<file path="config.mk">
export PLATFORM = sky130hd
export DESIGN_NAME = guess_entry_flat
export DESIGN_NICKNAME = d
export VERILOG_FILES = /design/src/rtl/guess_entry_if.sv /design/src/rtl/guess_entry.sv /design/src/flat_wrapper.sv
export SDC_FILE = /design/constraint.sdc
export NUM_CORES = 1
export LEC_CHECK = 0
export BUFFER_PORTS_ARGS = -buffer_cell sky130_fd_sc_hd__buf_2
export CAP_MARGIN = 25
export CORE_MARGIN = 2
export CORE_UTILIZATION = 50
export CTS_BUF_LIST = sky130_fd_sc_hd__clkbuf_4 sky130_fd_sc_hd__clkbuf_8 sky130_fd_sc_hd__clkbuf_16
export DETAILED_ROUTE_END_ITERATION = 16
export GPL_TIMING_DRIVEN = 0
export PLACE_DENSITY_LB_ADDON = 0.25
export SYNTH_ARGS = -nofsm -noshare
export SYNTH_HDL_FRONTEND = slang
export SYNTH_SLANG_ARGS = --single-unit
</file>
<file path="constraint.sdc">
create_clock -name clk -period 6.85 [get_ports clk]
set_input_delay 0.3425 -clock clk [delete_from_list [all_inputs] [get_ports clk]]
set_output_delay 0.3425 -clock clk [all_outputs]
set_load 0.02 [all_outputs]
</file>
<file path="src/rtl/guess_entry_if.sv">
// Bundles the key/switch inputs, the game-core handshake and the display
// outputs of the guess entry stage.
//
// Handshake: guess_valid is raised with guess and both stay stable until the
// consumer drives accept=1 on a rising edge while guess_valid=1; that edge
// completes the transfer and drops guess_valid. accept has no effect while
// guess_valid=0.
interface guess_entry_if;
  logic        key_digit_n;
  logic        key_back_n;
  logic        key_submit_n;
  logic [3:0]  sw_digit;
  logic        accept;
  logic [15:0] guess;
  logic        guess_valid;
  logic [2:0]  digit_count;
  logic [1:0]  err_code;
  logic [15:0] entry_disp;
  logic        state_dbg;   // 0 ENTRY, 1 HOLD

  modport master (
    output key_digit_n, key_back_n, key_submit_n, sw_digit, accept,
    input  guess, guess_valid, digit_count, err_code, entry_disp, state_dbg
  );

  modport slave (
    input  key_digit_n, key_back_n, key_submit_n, sw_digit, accept,
    output guess, guess_valid, digit_count, err_code, entry_disp, state_dbg
  );
endinterface

</file>
<file path="src/rtl/guess_entry.sv">
// Guess entry stage for the 1A2B game: debounces three active-low keys,
// builds a right-aligned 4-digit BCD entry with range and duplicate checks,
// and hands a complete guess to the game core over a valid/accept handshake.
module guess_entry #(
  parameter int DEBOUNCE_CYCLES = 1000
) (
  input  logic           clk,
  input  logic           rst_n,
  guess_entry_if.slave   bus
);

  localparam int CW = $clog2(DEBOUNCE_CYCLES + 1);
  localparam logic [CW-1:0] CNT_LAST = CW'(DEBOUNCE_CYCLES - 1);

  // Key index: 0 digit, 1 back, 2 submit
  localparam int K_DIGIT  = 0;
  localparam int K_BACK   = 1;
  localparam int K_SUBMIT = 2;

  typedef enum logic {
    ENTRY = 1'b0,
    HOLD  = 1'b1
  } state_e;

  logic [2:0]    raw;
  logic [2:0]    deb_q, deb_d;
  logic [2:0]    deb_dly_q;
  logic [CW-1:0] cnt_q [3];
  logic [CW-1:0] cnt_d [3];
  logic [2:0]    evt;

  state_e        state_q, state_d;
  logic [15:0]   buf_q, buf_d;
  logic [2:0]    count_q, count_d;
  logic [15:0]   guess_q, guess_d;
  logic          valid_q, valid_d;
  logic [1:0]    err_q, err_d;
  logic          dup;

  assign raw = {bus.key_submit_n, bus.key_back_n, bus.key_digit_n};

  // Debounce: count consecutive mismatch cycles, follow raw once the count
  // reaches DEBOUNCE_CYCLES, otherwise hold the debounced level.
  always_comb begin
    for (int i = 0; i < 3; i++) begin
      deb_d[i] = deb_q[i];
      cnt_d[i] = '0;
      if (raw[i] != deb_q[i]) begin
        if (cnt_q[i] == CNT_LAST) begin
          deb_d[i] = raw[i];
        end else begin
          cnt_d[i] = cnt_q[i] + 1'b1;
        end
      end
    end
  end

  // Debounced levels reset released, so reset release never creates an event
  always_ff @(posedge clk or negedge rst_n) begin
    if (!rst_n) begin
      deb_q     <= 3'b111;
      deb_dly_q <= 3'b111;
      for (int i = 0; i < 3; i++) cnt_q[i] <= '0;
    end else begin
      deb_q     <= deb_d;
      deb_dly_q <= deb_q;
      for (int i = 0; i < 3; i++) cnt_q[i] <= cnt_d[i];
    end
  end

  // A press is the falling edge of the debounced (active-low) level
  assign evt = deb_dly_q & ~deb_q;

  // Unfilled nibbles hold 4'hF, which can never equal a digit that already
  // passed the >9 check, so all four nibbles are compared unconditionally.
  assign dup = (buf_q[15:12] == bus.sw_digit) || (buf_q[11:8] == bus.sw_digit) ||
               (buf_q[7:4]   == bus.sw_digit) || (buf_q[3:0]  == bus.sw_digit);

  // Next-state logic for entry editing and the guess handshake;
  // submit outranks back, back outranks digit.
  always_comb begin
    state_d = state_q;
    buf_d   = buf_q;
    count_d = count_q;
    guess_d = guess_q;
    valid_d = valid_q;
    err_d   = err_q;
    case (state_q)
      ENTRY: begin
        if (evt[K_SUBMIT]) begin
          if (count_q == 3'd4) begin
            guess_d = buf_q;
            valid_d = 1'b1;
            err_d   = 2'd0;
            state_d = HOLD;
          end else begin
            err_d = 2'd3;
          end
        end else if (evt[K_BACK]) begin
          if (count_q != 3'd0) begin
            buf_d   = {4'hF, buf_q[15:4]};
            count_d = count_q - 3'd1;
            err_d   = 2'd0;
          end
        end else if (evt[K_DIGIT]) begin
          if (bus.sw_digit > 4'd9) begin
            err_d = 2'd1;
          end else if (dup) begin
            err_d = 2'd2;
          end else if (count_q != 3'd4) begin
            buf_d   = {buf_q[11:0], bus.sw_digit};
            count_d = count_q + 3'd1;
            err_d   = 2'd0;
          end
        end
      end
      HOLD: begin
        if (bus.accept) begin
          valid_d = 1'b0;
          buf_d   = 16'hFFFF;
          count_d = 3'd0;
          state_d = ENTRY;
        end
      end
      default: state_d = ENTRY;
    endcase
  end

  // Entry FSM state and its registered outputs
  always_ff @(posedge clk or negedge rst_n) begin
    if (!rst_n) begin
      state_q <= ENTRY;
      buf_q   <= 16'hFFFF;
      count_q <= 3'd0;
      guess_q <= 16'h0000;
      valid_q <= 1'b0;
      err_q   <= 2'd0;
    end else begin
      state_q <= state_d;
      buf_q   <= buf_d;
      count_q <= count_d;
      guess_q <= guess_d;
      valid_q <= valid_d;
      err_q   <= err_d;
    end
  end

  assign bus.guess       = guess_q;
  assign bus.guess_valid = valid_q;
  assign bus.digit_count = count_q;
  assign bus.err_code    = err_q;
  assign bus.entry_disp  = buf_q;
  assign bus.state_dbg   = state_q;

endmodule

</file>
<file path="src/flat_wrapper.sv">
// flat-port wrapper written by rule: the top's interface ports become plain ports
module guess_entry_flat 
#(
  parameter int DEBOUNCE_CYCLES = 1000
)
  (clk, rst_n, bus_key_digit_n, bus_key_back_n, bus_key_submit_n, bus_sw_digit, bus_accept, bus_guess, bus_guess_valid, bus_digit_count, bus_err_code, bus_entry_disp, bus_state_dbg);
  guess_entry_if bus_i ();
  input  logic clk;
  input  logic rst_n;
  input wire logic [$bits(bus_i.key_digit_n)-1:0] bus_key_digit_n;
  input wire logic [$bits(bus_i.key_back_n)-1:0] bus_key_back_n;
  input wire logic [$bits(bus_i.key_submit_n)-1:0] bus_key_submit_n;
  input wire logic [$bits(bus_i.sw_digit)-1:0] bus_sw_digit;
  input wire logic [$bits(bus_i.accept)-1:0] bus_accept;
  output wire logic [$bits(bus_i.guess)-1:0] bus_guess;
  output wire logic [$bits(bus_i.guess_valid)-1:0] bus_guess_valid;
  output wire logic [$bits(bus_i.digit_count)-1:0] bus_digit_count;
  output wire logic [$bits(bus_i.err_code)-1:0] bus_err_code;
  output wire logic [$bits(bus_i.entry_disp)-1:0] bus_entry_disp;
  output wire logic [$bits(bus_i.state_dbg)-1:0] bus_state_dbg;
  assign bus_i.key_digit_n = bus_key_digit_n;
  assign bus_i.key_back_n = bus_key_back_n;
  assign bus_i.key_submit_n = bus_key_submit_n;
  assign bus_i.sw_digit = bus_sw_digit;
  assign bus_i.accept = bus_accept;
  assign bus_guess = bus_i.guess;
  assign bus_guess_valid = bus_i.guess_valid;
  assign bus_digit_count = bus_i.digit_count;
  assign bus_err_code = bus_i.err_code;
  assign bus_entry_disp = bus_i.entry_disp;
  assign bus_state_dbg = bus_i.state_dbg;
  guess_entry #(.DEBOUNCE_CYCLES(DEBOUNCE_CYCLES)) u_core (.clk(clk), .rst_n(rst_n), .bus(bus_i));
endmodule
</file>
==> out/qor.csv, run 1 <==
stage;metric;value;unit
placement;gpl congestion;0.885;
sta;Slew Limit Headroom;55.3;%
power_and_ir_drop;Int Pwr;0.00102;W
synthesis;leading area contributor after synthesis;dfrtp_1;
status;status;complete, no violations;
sta;Max Slew Vio Count;0;
synthesis;Synth Warn #;0;
worst_setup_path;Worst Path Buf+Inv;3;
sta;Setup Viol. Count Final;0;
clock_network;CTS Sinks;75;
cells_and_area;layout cells sized above 1;30.6;%
sta;hold slack;220;ps
hold_path;hold path cells;2;
synthesis;Synth Area per Inst;10.8;um^2
sta;measured slew at the worst slew-check pin;665;ps
synthesis;mapped cell area;3660;um^2
clock_network;CTS tree;yes;
power_and_ir_drop;PwrDens;390;nW/um^2
worst_setup_path;crit path DAT;2730;ps
floorplanning;Die Y;89.5;um
hold_path;Hold Crit Class;in -> reg;
detailed_routing;ANT nets after route;0;
power_and_ir_drop;clock network fraction of design power;18.5;%
synthesis;top_reg_cell synth;dfrtp_1;
sta;setup TNS;0;ps
worst_setup_path;CP delay by family, top;buffers and inverters;
worst_setup_path;Crit Path Max Fanout;10;
synthesis;main area contributors after synthesis;dfrtp_1 36%, dfstp_2 16%, mux2_2 8.0%, xnor2_1 7.7%, nand2_1 4.1%;
worst_setup_path;startpoint types;flop;
detailed_routing;Initial DRC Count;145;
clock_network;clock transition at the registers of the reported paths;70;ps
floorplanning;Die Footprint;8020;um^2
power_and_ir_drop;switching part of the total power;38.0;%
synthesis;count of flip-flops with a built-in enable after synthesis;0;
worst_setup_path;biggest cell delay along the critical path;550;ps
synthesis;post-synth top area share;36.3;%
synthesis;async set-reset flop share out of synthesis;100;%
worst_setup_path;Worst EP required;7110;ps
global_routing;first-pass GRT wire length;11400;um
floorplanning;die span in x;89.5;um
global_routing;initial antenna violation count;0;
placement;Buffers on Ports;44;
power_and_ir_drop;Combinational Power Share;38.3;%
sta;clock period minus worst slack;2470;ps
worst_setup_path;CP Capture Type;flop;
synthesis;sequential fraction of the synthesis area;52.1;%
detailed_routing;WL final;6850;um
worst_setup_path;CP max-delay cell;dfstp_2;
synthesis;Syn Nets;354;
worst_setup_path;Worst path depth;9;
clock_network;cts bufs inserted;9;
placement;hpwl dp;4930;um
synthesis;Mapped Cells;340;
power_and_ir_drop;Sequential Power Share;43.2;%
cells_and_area;commonest non-fill, non-tap cells in the layout;53 x dfrtp_1, 45 x buf_2, 40 x nand2_1, 36 x nor2_1, 32 x xnor2_1;
clock_network;Clk Latency, worst-skew pair;340;ps
sta;Worst Clk Skew;6.68;ps
power_and_ir_drop;leakage power;1.79;nW
global_routing;Total GRT Usage;18.7;%
detailed_routing;Via density;5.22;
global_routing;vias in the first global route;2462;
detailed_routing;wire length per cell;13.7;um
detailed_routing;Vias;2617;
sta;RSZ-0062 raised after global routing;no;
detailed_routing;DRC Markers;0;
synthesis;Synth cell types;45;
worst_setup_path;worst path cell trace;nand2b_1 -> buf_4 -> clkinv_1 -> clkbuf_1 -> fa_1 -> xnor2_1 -> nor3_1 -> o221ai_1 -> o211ai_1;
floorplanning;Top-Level Pins;49;
sta;fmax;0.405;GHz
power_and_ir_drop;peak supply drop;0.130;mV
floorplanning;core area;7180;um^2
cells_and_area;area growth from synthesis to layout;15.4;%
clock_network;htree depth;3;
worst_setup_path;worst setup path class;reg -> reg;
global_routing;largest net degree at the start of global routing;51;
synthesis;Seq cells post-synth;75;
sta;Hold Fails Final Rpt;0;
run;Max-Cap Viols;0;
floorplanning;Initial Util;51.0;%
cells_and_area;commonest non-fill, non-tap cell in the layout;dfrtp_1;
clock_network;Clock Root Buffer;clkbuf_8;
cells_and_area;Antenna Cells;0;
sta;Final Cycle Share;36.0;%
worst_setup_path;r2r worst-path depth;9;
clock_network;postcts setup bufs;0;
power_and_ir_drop;NetSw;0.000625;W
detailed_routing;1st-pass router iterations;4;
cells_and_area;Nets;411;
global_routing;grt ovf;0;
floorplanning;# rows;31;
clock_network;deepest clock path buffer count;2;
## synth_stat cells (3+ instances only)
library cell  number
nor3_1             7
nand3_1           24
nor2_1            36
xnor2_1           32
clkbuf_1           6
a21oi_1            6
o22a_1             4
mux2_2            26
dfrtp_1           53
nand2_1           40
ha_1               3
and3_1             5
dfstp_2           22
xor2_1            10
mux2_4             5
o21ai_0            5
nand4_1            9
inv_1             10
## cells by family (layout without fill, tap and decap cells)
| group | Yosys count | after routing | share of synthesized area (%) |
|---|---|---|---|
| xor+xnor | 42 | 42 | 10.1 |
| fa+ha+maj | 4 | 4 | 1.57 |
| buf+inv | 24 | 86 | 3.25 |
| flops | 75 | 75 | 52.1 |
| simple gates | 133 | 133 | 16.8 |
| compound gates | 31 | 31 | 6.22 |
| mux | 31 | 31 | 10.1 |
## flip-flops by register name (all words and copies together) (netlist names)
signal and count:
u_core.cnt_q 30, u_core.deb_q 3, u_core.bus.entry_disp 16, u_core.deb_dly_q 3, u_core.bus.state_dbg 1, u_core.bus.guess_valid 1
u_core.bus.digit_count 3, u_core.bus.guess 16, u_core.bus.err_code 2
## metal layers
metal / part of all wire, % / global-route usage, %
met1: 48 / 24.8
met2: 46 / 28.9
met3: 4.6 / 4.25
met4: 1.6 / 9.23
met5: 0 / 0
## stage by stage
step / cell area (um^2) / std cells / setup WS (ps) / util (%) / power [W]
floorplan: 3660 / 340 / 4620 / - / 0.00115
global placement: 4000 / 483 / 4410 / 55.8 / 0.00134
global route: 4220 / 501 / 4170 / 58.8 / 0.00176
finish: 4220 / 501 / 4380 / 58.8 / 0.00165
detailed placement: 4030 / 484 / 4380 / 56.2 / 0.00135
CTS: 4220 / 501 / 4370 / 58.8 / 0.00167
## final timing paths
| kind | slack, ps | from | endpoint |
|---|---|---|---|
| min in group asynchronous | 440 | rst_n | u_core.bus.guess[14] |
| worst max-delay path | 4380 | u_core.deb_q[1] | u_core.bus.digit_count[2] |
| worst max register to register | 4380 | u_core.deb_q[1] | u_core.bus.digit_count[2] |
| worst min-delay path | 220 | bus_accept | u_core.bus.state_dbg |
| max in group asynchronous | 5800 | rst_n | u_core.deb_q[0] |
| worst min register to register | 390 | u_core.deb_q[1] | u_core.deb_dly_q[1] |
## power groups by stage
| stage | Sequential, W | Combinational [W] | Clock (W) |
|---|---|---|---|
| floorplan | 0.000829 | 0.000322 | 0 |
| global placement | 0.000716 | 0.000623 | 0 |
| detailed placement | 0.000720 | 0.000632 | 0 |
| CTS | 0.000712 | 0.000636 | 0.000316 |
| global route | 0.000731 | 0.000695 | 0.000334 |
| finish | 0.000711 | 0.000631 | 0.000305 |
## what timing repair did
action                                 4_1_cts  5_1_grt
endpoints found under the hold margin       14        0
gates resized for setup                      0        0
hold buffers                                 1        0
setup endpoints to repair                    0        0
## final cells by class
cell class                      instances  area [um^2]
Clock inverter                          5         27.5
Inverter                               12         45.0
Tap cell                               99          124
Multi-Input combinational cell        241         1640
Timing Repair Buffer                   46          260
Sequential cell                        75         1900
Buffer                                 12         73.8
Clock buffer                           11          151
Fill cell                             636         2950
No activity file was read; power rests on OpenSTA's default activity.
==> run 2, diff against run 1 <==
ABC_AREA = 1   (was unset)
clock period = 2.4 ns   (was 6.85 ns; I/O delays follow)
==> out/qor.csv, run 2 <==
stage;metric;value;unit
sta;Setup Viol. Count Final;0;
sta;Worst Clk Skew;11.2;ps
global_routing;grt ovf;0;
synthesis;Seq cells post-synth;75;
worst_setup_path;CP max-delay cell;dfstp_2;
floorplanning;Die Y;92.1;um
worst_setup_path;Crit Path Max Fanout;10;
sta;clock period minus worst slack;1890;ps
synthesis;top-count cell post-synth;nand2_1;
worst_setup_path;Worst Path Buf+Inv;4;
clock_network;Clock Root Buffer;clkbuf_8;
worst_setup_path;CP delay by family, top;buffers and inverters;
synthesis;post-synth top area share;34.1;%
cells_and_area;layout cells sized above 1;22.4;%
placement;hpwl dp;6100;um
detailed_routing;Vias;3202;
sta;measured slew at the worst slew-check pin;540;ps
global_routing;first-pass GRT wire length;14200;um
synthesis;Mapped Cells;483;
sta;RSZ-0062 raised after global routing;no;
cells_and_area;Top reg by flops;u_core.cnt_q;
synthesis;Synth Warn #;0;
synthesis;synth cell count leaders;161 x nand2_1, 53 x dfrtp_1, 52 x nor2_1;
floorplanning;Initial Util;51.1;%
cells_and_area;cell area after layout;4520;um^2
sta;setup TNS;0;ps
clock_network;clock transition at the registers of the reported paths;80;ps
power_and_ir_drop;Int Pwr;0.00303;W
worst_setup_path;worst setup path class;reg -> reg;
power_and_ir_drop;PwrDens;1140;nW/um^2
detailed_routing;wire length per cell;12.6;um
power_and_ir_drop;leakage power;2.30;nW
worst_setup_path;worst reg2reg path startpoint;u_core.deb_dly_q[2];
synthesis;Synth cell types;34;
worst_setup_path;startpoint types;flop;
synthesis;Synth Area per Inst;8.04;um^2
worst_setup_path;worst path cell trace;inv_1 -> nor2_1 -> inv_2 -> nor3_1 -> inv_1 -> clkbuf_1 -> o21ai_0;
sta;Hold Fails Final Rpt;0;
worst_setup_path;most used cell, CP;inv_1;
cells_and_area;max FFs per register;30;
detailed_routing;WL final;8230;um
clock_network;deepest clock path buffer count;2;
sta;Final Cycle Share;78.6;%
clock_network;Clk Latency, worst-skew pair;360;ps
clock_network;CTS Sinks;75;
power_and_ir_drop;peak supply drop;0.474;mV
synthesis;count of flip-flops with a built-in enable after synthesis;0;
cells_and_area;Nets;559;
placement;Placed Area;4280;um^2
synthesis;mapped cell area;3880;um^2
clock_network;postcts setup bufs;0;
worst_setup_path;crit path DAT;2150;ps
floorplanning;Die Footprint;8490;um^2
power_and_ir_drop;clock network fraction of design power;20.8;%
detailed_routing;ANT nets after route;0;
detailed_routing;Initial DRC Count;173;
sta;Max Slew Vio Count;0;
clock_network;hold buffer count at cts;2;
cells_and_area;commonest non-fill, non-tap cells in the layout;161 x nand2_1, 53 x dfrtp_1, 52 x nor2_1, 50 x inv_1, 47 x buf_2;
hold_path;Hold Crit Class;in -> reg;
cells_and_area;Antenna Cells;0;
clock_network;htree depth;3;
sta;hold slack;22.1;ps
floorplanning;core area;7610;um^2
cells_and_area;area growth from synthesis to layout;16.4;%
worst_setup_path;biggest cell delay along the critical path;520;ps
global_routing;initial antenna violation count;0;
synthesis;top_reg_cell synth;dfrtp_1;
clock_network;CTS tree;yes;
floorplanning;Top-Level Pins;49;
placement;Buffers on Ports;48;
synthesis;Syn Nets;497;
floorplanning;# rows;32;
run;Max-Cap Viols;0;
sta;fmax;0.530;GHz
power_and_ir_drop;Design Power;0.00515;W
power_and_ir_drop;Sequential Power Share;38.3;%
synthesis;sequential fraction of the synthesis area;49.0;%
clock_network;cts bufs inserted;9;
worst_setup_path;CP Capture Type;flop;
global_routing;vias in the first global route;3078;
sta;Slew Limit Headroom;64.0;%
floorplanning;die span in x;92.1;um
detailed_routing;Via density;4.91;
worst_setup_path;Worst EP required;2670;ps
worst_setup_path;launch point of the worst path;u_core.deb_dly_q[2];
detailed_routing;1st-pass router iterations;4;
cells_and_area;Filler cells;708;
clock_network;post-cts sizing count;0;
synthesis;main area contributors after synthesis;dfrtp_1 34%, nand2_1 16%, dfstp_2 15%, nor2_1 5.0%, inv_1 4.8%;
status;status;complete, no violations;
synthesis;leading area contributor after synthesis;dfrtp_1;
global_routing;Total GRT Usage;21.5;%
hold_path;Worst Hold Launch;bus_key_digit_n;
placement;gpl congestion;0.899;
global_routing;largest net degree at the start of global routing;47;
detailed_routing;DRC Markers;0;
power_and_ir_drop;switching part of the total power;41.2;%
cells_and_area;commonest non-fill, non-tap cell in the layout;nand2_1;
power_and_ir_drop;Combinational Power Share;40.9;%
synthesis;async set-reset flop share out of synthesis;100;%
power_and_ir_drop;NetSw;0.00212;W
==> run 2: cell count changes after synthesis, sizes merged, moves of 10 or more <==
cell | before | now
inv | 10 | 57
nor2 | 36 | 57
o211ai | 1 | 11
xnor2 | 32 | 6
o21ai | 7 | 26
mux2 | 31 | 1
nand2 | 40 | 166
==> run 2: worst register-to-register path, delay by kind of cell, from the launching register on <==
kind	cells	cell delay, ps
buffers and inverters	4	530
AO/OA/AOI/OAI	1	240
flip-flops	1	520
AND/OR/NAND/NOR	2	500
==> run 2: per-layer routing <==
metal / global-route usage [%] / up-vias / share of wire (%)
met4: 9.58 / 0 / 1.6
met3: 4.19 / 11 / 5.1
met5: 0 / - / 0
li1: - / 1651 / -
met1: 28.9 / 1473 / 47
met2: 33.8 / 67 / 46
==> run 2: final timing paths <==
kind / to / slack [ps] / cells past startpoint
worst max-delay path: u_core.bus.guess[13] / 510 / 7
worst min-delay path: u_core.deb_q[0] / 20 / 3
worst max register to register: u_core.bus.guess[13] / 510 / 7
worst min register to register: u_core.deb_dly_q[1] / 390 / 0
max in group asynchronous: u_core.bus.entry_disp[14] / 1560 / 3
min in group asynchronous: u_core.cnt_q[12] / 230 / 2
==> run 2: power groups by stage <==
stage | clock [W] | sequential [W] | combinational [W]
after floorplan | 0 | 0.00231 | 0.00113
after global placement | 0 | 0.00198 | 0.00207
after detailed placement | 0 | 0.00199 | 0.00211
after CTS | 0.00110 | 0.00197 | 0.00212
after global routing | 0.00116 | 0.00202 | 0.00235
final | 0.00107 | 0.00197 | 0.00211
==> run 2: layout make-up <==
cell class	instances	area (um^2)	share of cell area, %
Sequential cell	75	1900	42.1
Multi-Input combinational cell	339	1660	36.6
Timing Repair Buffer	51	290	6.42
Inverter	57	216	4.79
Clock buffer	10	131	2.90
Tap cell	102	128	2.82
Buffer	12	109	2.41
Clock inverter	6	88.8	1.96
==> run 2: kinds of logic after synthesis <==
family,share of synthesized area [%]
muxes,0.290
DFF,49.0
xor gates and xnor gates,2.93
buffers and inverters,8.37
AOI/OAI and AO/OA,6.99
adders and majority gates,1.48
and+or+nand+nor,30.9
==> run 2: stage by stage <==
stage / worst slack [ps] / cells / utilization [%]
6_report: 513 / 652 / 59.5
2_1_floorplan: 718 / 483 / -
3_5_place_dp: 504 / 634 / 56.3
4_1_cts: 494 / 652 / 59.5
5_1_grt: 333 / 652 / 59.5
3_3_place_gp: 544 / 633 / 55.9
